[config.mk]
export PLATFORM = sky130hd
export DESIGN_NAME = seg_scan_capture
export DESIGN_NICKNAME = d
export VERILOG_FILES = /design/src/rtl/seg_scan_capture.sv
export SDC_FILE = /design/constraint.sdc
export NUM_CORES = 1
export LEC_CHECK = 0
export ABC_AREA = 1
export CORE_UTILIZATION = 40
export DETAILED_ROUTE_END_ITERATION = 10
export PLACE_DENSITY_LB_ADDON = 0.12
export SLEW_MARGIN = 20
export SYNTH_ARGS = -nofsm -noshare
export SYNTH_HDL_FRONTEND = slang
export SYNTH_SLANG_ARGS = --single-unit
[constraint.sdc]
create_clock -name clk -period 4.25 [get_ports clk]
set_input_delay 0.6375 -clock clk [delete_from_list [all_inputs] [get_ports clk]]
set_output_delay 0.6375 -clock clk [all_outputs]
set_load 0.02 [all_outputs]
[src/rtl/seg_scan_capture.sv]
// seg_scan_capture: listens to the multiplexed four-digit seven-segment scan
// bus, ignores scan transitions, decodes each glyph back to a hex nibble and
// rebuilds the 16-bit value shown on the display.
module seg_scan_capture #(
    parameter int STABLE_CYC  = 16,
    parameter int TIMEOUT_CYC = 1048576
) (
    input  logic        clk,
    input  logic        reset,
    input  logic [3:0]  sm_wei,
    input  logic [6:0]  sm_duan,
    output logic [15:0] value,
    output logic        frame_valid,
    output logic        seg_err,
    output logic        wei_err,
    output logic        stale
);

    localparam logic [7:0]  DWELL_MAX    = 8'(STABLE_CYC);
    localparam logic [7:0]  DWELL_COMMIT = 8'(STABLE_CYC - 2);
    localparam logic [24:0] TIMEOUT_LIM  = 25'(TIMEOUT_CYC);
    localparam logic [23:0] IDLE_MAX     = '1;

    logic [3:0]  smp_wei;
    logic [6:0]  smp_duan;
    logic [7:0]  dwell_cnt;
    logic [3:0]  seen;
    logic [15:0] slots;
    logic [23:0] idle_cnt;

    logic        same_smp;
    logic        commit;
    logic        digit_ok;
    logic        wei_multi;
    logic [1:0]  digit_idx;
    logic        glyph_ok;
    logic [3:0]  nibble;
    logic [3:0]  seen_upd;
    logic [15:0] slots_upd;
    logic        valid_commit;

    // A commit fires on the edge where the dwell counter steps to
    // STABLE_CYC-1, so the sample taken at that edge is the
    // STABLE_CYC-th identical one.
    assign same_smp     = (sm_wei == smp_wei) && (sm_duan == smp_duan);
    assign commit       = same_smp && (dwell_cnt == DWELL_COMMIT);
    assign valid_commit = commit && digit_ok && glyph_ok;
    assign stale        = ({1'b0, idle_cnt} >= TIMEOUT_LIM);

    // Decode the digit enables: exactly one low bit selects a digit.
    always_comb begin
        digit_ok  = 1'b0;
        wei_multi = 1'b0;
        digit_idx = 2'd0;
        case (smp_wei)
            4'b1110: begin digit_ok = 1'b1; digit_idx = 2'd0; end
            4'b1101: begin digit_ok = 1'b1; digit_idx = 2'd1; end
            4'b1011: begin digit_ok = 1'b1; digit_idx = 2'd2; end
            4'b0111: begin digit_ok = 1'b1; digit_idx = 2'd3; end
            4'b1111: ;
            default: wei_multi = 1'b1;
        endcase
    end

    // Map an active-low segment pattern back to its hex nibble.
    always_comb begin
        glyph_ok = 1'b1;
        nibble   = 4'h0;
        case (smp_duan)
            7'h40: nibble = 4'h0;
            7'h79: nibble = 4'h1;
            7'h24: nibble = 4'h2;
            7'h30: nibble = 4'h3;
            7'h19: nibble = 4'h4;
            7'h12: nibble = 4'h5;
            7'h02: nibble = 4'h6;
            7'h78: nibble = 4'h7;
            7'h00: nibble = 4'h8;
            7'h10: nibble = 4'h9;
            7'h08: nibble = 4'hA;
            7'h03: nibble = 4'hB;
            7'h46: nibble = 4'hC;
            7'h21: nibble = 4'hD;
            7'h06: nibble = 4'hE;
            7'h0E: nibble = 4'hF;
            default: glyph_ok = 1'b0;
        endcase
    end

    // Slot and seen contents as they would look after this digit lands,
    // so a completing frame can publish the nibble in the same edge.
    always_comb begin
        seen_upd  = seen | (4'b0001 << digit_idx);
        slots_upd = slots;
        slots_upd[{digit_idx, 2'b00} +: 4] = nibble;
    end

    // Register the bus and measure how long the sample has been unchanged.
    always_ff @(posedge clk) begin
        if (!reset) begin
            smp_wei   <= 4'hF;
            smp_duan  <= 7'h7F;
            dwell_cnt <= 8'd0;
        end else begin
            smp_wei  <= sm_wei;
            smp_duan <= sm_duan;
            if (!same_smp) begin
                dwell_cnt <= 8'd0;
            end else if (dwell_cnt != DWELL_MAX) begin
                dwell_cnt <= dwell_cnt + 8'd1;
            end
        end
    end

    // Act on a commit: flag bad enables or glyphs, otherwise store the digit
    // and publish the frame once all four digits have been seen.
    always_ff @(posedge clk) begin
        if (!reset) begin
            value       <= 16'h0000;
            slots       <= 16'h0000;
            seen        <= 4'h0;
            frame_valid <= 1'b0;
            seg_err     <= 1'b0;
            wei_err     <= 1'b0;
        end else begin
            frame_valid <= 1'b0;
            seg_err     <= 1'b0;
            wei_err     <= 1'b0;
            if (commit) begin
                if (wei_multi) begin
                    wei_err <= 1'b1;
                end else if (digit_ok) begin
                    if (glyph_ok) begin
                        slots <= slots_upd;
                        if (seen_upd == 4'hF) begin
                            value       <= slots_upd;
                            seen        <= 4'h0;
                            frame_valid <= 1'b1;
                        end else begin
                            seen <= seen_upd;
                        end
                    end else begin
                        seg_err <= 1'b1;
                    end
                end
            end
        end
    end

    // Count cycles since the last good digit, saturating instead of wrapping.
    always_ff @(posedge clk) begin
        if (!reset) begin
            idle_cnt <= 24'd0;
        end else if (valid_commit) begin
            idle_cnt <= 24'd0;
        end else if (idle_cnt != IDLE_MAX) begin
            idle_cnt <= idle_cnt + 24'd1;
        end
    end

endmodule
==> results by group <==
Clock network
  • CTS Root Cell: clkbuf_8
  • Num Clock Sinks: 82
  • Post_cts resized: 0
  • Post CTS Setup Buffer Count: 0
  • CTS H-tree depth: 3
  • CTS clk-pin slew, worst paths: 0.08 ns
  • Hold buffers post-CTS: 0
  • Worst skew pair latency: 0.36 ns
  • CTS Buf Count: 9
  • CTS tree: done
  • Clock Tree Buf Depth: 2

Global route
  • Vias in the first global route: 3,830
  • Global-route usage over all layers: 18.38%
  • Met3 global-route usage: 3.647%
  • Largest net degree at the start of global routing: 38
  • Met2 Track Usage GR: 32.90%
  • Initial antenna violation count: 0
  • Grt total ovfl: 0
  • Busiest grt layer: met2
  • First-pass GRT wire length: 16.92 mm
  • GR Util met1: 22.03%

Synthesis
  • Synth Flop Type: dfxtp_1
  • Synth warn: 0
  • Post-synth EDFFs: 0
  • Syn_nets: 682
  • Syn avg cell area: 6.704 µm²
  • Yosys top cell by area: dfxtp_1
  • Syn Inst Count: 657
  • Share of the synthesized area in the top cell type: 37.27%
  • Fraction of registers with async set/reset: 0%
  • Top cells by area, synth: dfxtp_1, nand2_1, nor2_1
  • Register area share after synthesis: 37.27%
  • Flop and latch count out of synthesis: 82
  • Mapped Area: 0.004404 mm²
  • Yosys cell types: 32

Hold path
  • Hold depth: 2
  • Worst hold-check path type: reg2reg
  • HP Start: seen[2]
  • Hold EP: seen[2]

Critical path
  • R2R Path Start: smp_wei[1]
  • Startpoint Class: flop
  • Crit-path max FO: 15
  • Worst path required time: 4.52 ns
  • Worst R2R Setup Slack: 1.19 ns
  • Crit-path slowest cell: nand4_1
  • Crit-path cells: inv_1, nand4_1, nand2_1, inv_1, ha_1, o22ai_1, nor3_1, nand4_1, o21ai_0
  • Reg2reg path depth: 9
  • Max incr delay on CP: 0.71 ns
  • R2r endpoint: value[15]
  • Crit path from: smp_wei[1]
  • Crit path kind: reg2reg
  • CP Capture Type: flop
  • WP data arrival: 3.33 ns

Routing
  • Initial DRT Pass Iterations: 4
  • Via count: 3,979
  • Final ANT Viol Nets: 0
  • DRC: 0
  • Vias per cell: 4.811
  • Routed WL: 9.785 mm
  • Initial drt markers: 157
  • WL/cell: 11.83 µm

Status
  • Status: finished, final reports clean

Floorplanning
  • Die area: 0.01143 mm²
  • CORE AREA: 0.01051 mm²
  • Die H: 106.9 µm
  • Initial Util: 41.91%
  • Die X: 106.9 µm
  • Std-Cell Rows: 37
  • IO Count: 33

Cells and area
  • Diodes inserted: 0
  • Multi-input gate area: 0.002338 mm²
  • Share of cells above drive strength 1: 6.657%
  • Syn-to-layout area delta: 13.95%
  • Fillcell total: 1,065
  • Layout Nets: 711
  • Register Area: 0.001642 mm²

STA
  • Setup TNS: 0 ns
  • Worst Tran Pin Value: 0.7431 ns
  • Final setup viols: 0
  • Fmax: 326.6 MHz
  • Slew HR: 50.31%
  • Crit path time final: 3.062 ns
  • RSZ-0062 raised after global routing: no
  • Final Hold Viols: 0
  • Slew Viols, Final: 0
  • Final worst-path cycle share: 72.04%
  • Clk_skew: 0.009791 ns

Power
  • Int Pwr: 1.172 mW
  • Total Power: 1.532 mW
  • Pwr per Cell Area: 305.3 mW/mm²
  • Combinational share of power: 6.5%
  • Sw Ratio: 23.51%
  • LEAKAGE: 2.206 nW
  • Psw: 360.2 µW
  • Clock power share: 42.2%
  • Peak supply drop: 162.3 µV
  • Reg power frac: 51.3%

Place
  • Port Buffers: 32
  • Post-DP HPWL: 7.198 mm
  • Final GP Congestion: 0.8202

Run
  • MaxCap Viol Count: 0
cell families after synthesis:
| family | share of synthesized area (%) |
|---|---|
| flops | 37.27 |
| buf+inv | 9.631 |
| xor+xnor | 4.574 |
| fa+ha+maj | 3.409 |
| compound gates | 6.137 |
| simple gates | 38.98 |
per-layer routing:
layer | up-vias | part of all wire (%) | routed length (µm)
li1 | 2128 | - | -
met5 | - | 0 | 0
met1 | 1784 | 47 | 4609
met2 | 53 | 49 | 4766
met4 | 0 | 1.6 | 153
met3 | 14 | 2.6 | 255
cell type report:
type	instances	area share (%)
multi-input cells	477	46.60
repair buffers	33	6.532
clock inverters	4	1.471
inverters	83	6.208
flip-flops and latches	82	32.71
clock buffers	12	3.092
well taps	136	3.391
layout by cell type, fill, tap and decap left out:
| master | synthesis | layout |
|---|---|---|
| inv_2 | 3 | 3 |
| clkbuf_1 | 6 | 1 |
| xor2_1 | 15 | 15 |
| nor3b_1 | 2 | 2 |
| o22ai_1 | 1 | 1 |
| nor2_4 | 3 | 3 |
| ha_1 | 12 | 12 |
| clkinv_4 | 0 | 1 |
| clkinv_2 | 0 | 1 |
| nor4_1 | 3 | 3 |
| xnor2_1 | 8 | 8 |
| nand3_1 | 47 | 47 |
| inv_1 | 79 | 79 |
| dfxtp_1 | 82 | 82 |
| buf_4 | 1 | 1 |
| nor3_1 | 17 | 17 |
| nand2_2 | 3 | 3 |
| bufinv_16 | 0 | 2 |
| nor2_1 | 112 | 112 |
| clkdlybuf4s50_1 | 0 | 32 |
| clkinv_1 | 1 | 1 |
| a21oi_2 | 3 | 3 |
| nand2_1 | 171 | 171 |
| o21ai_2 | 4 | 4 |
| nand2_4 | 2 | 2 |
| and3_2 | 1 | 1 |
| or2_2 | 2 | 2 |
| clkbuf_8 | 0 | 11 |
| a22oi_1 | 1 | 1 |
| o21ai_1 | 6 | 6 |
| nor2_2 | 6 | 6 |
| o21ai_0 | 21 | 21 |
| nand4_1 | 22 | 22 |
| nand3_2 | 3 | 3 |
| a21oi_1 | 12 | 12 |
how the worst max path moves through the flow:
stage | cells after the start | slack (ns) | end
floorplan | 10 | 1.95 | value[12]
global placement | 9 | 1.31 | value[15]
detailed placement | 9 | 1.18 | value[0]
CTS | 9 | 1.17 | value[15]
global route | 9 | 0.93 | value[0]
finish | 9 | 1.19 | value[15]
state kept, by name, summed over array words and instances (netlist names):
| name | cells |
|---|---|
| value | 16 |
| smp_duan | 7 |
| frame_valid | 1 |
| seg_err | 1 |
| dwell_cnt | 8 |
| smp_wei | 4 |
| slots | 16 |
| idle_cnt | 24 |
| seen | 4 |
| wei_err | 1 |
critical path: cells and delay by family, from the launching register on:
| kind | cells | cell delay [ns] |
|---|---|---|
| compound gates | 2 | 0.44 |
| fa+ha+maj | 1 | 0.21 |
| buf+inv | 2 | 0.30 |
| flops | 1 | 0.35 |
| simple gates | 4 | 1.65 |
Yosys cell counts (2+ instances only):
master	count
nand2_1	171
xor2_1	15
nand3_2	3
nor2_2	6
nor2_4	3
xnor2_1	8
ha_1	12
o21ai_2	4
nor3_1	17
nor3b_1	2
buf_6	7
inv_2	3
dfxtp_1	82
nand3_1	47
inv_1	79
o21ai_0	21
clkbuf_1	6
a21oi_2	3
nand4_1	22
nand2_2	3
nand2_4	2
or2_2	2
o21ai_1	6
nor2_1	112
nor4_1	3
a21oi_1	12
power groups by stage:
stage	Combinational, mW	Sequential (mW)	Clock, mW
after detailed placement	0.0997	0.804	0
after floorplan	0.0717	0.801	0
final	0.0999	0.786	0.647
after global placement	0.0990	0.803	0
after CTS	0.0999	0.785	0.670
after global routing	0.113	0.787	0.696
per-stage QoR:
step | hold slack [ns] | utilization (%) | setup slack (ns) | std cells | instance area [µm²]
after global placement | 0.4391 | 45.58 | 1.312 | 811 | 4790
final | 0.4559 | 47.76 | 1.188 | 827 | 5019
after global routing | 0.4841 | 47.76 | 0.9270 | 827 | 5019
after floorplan | 0.4256 | - | 1.950 | 657 | 4404
after detailed placement | 0.4483 | 45.58 | 1.179 | 811 | 4790
after CTS | 0.4601 | 47.76 | 1.170 | 827 | 5019
Power figures use the tool's default switching activity.
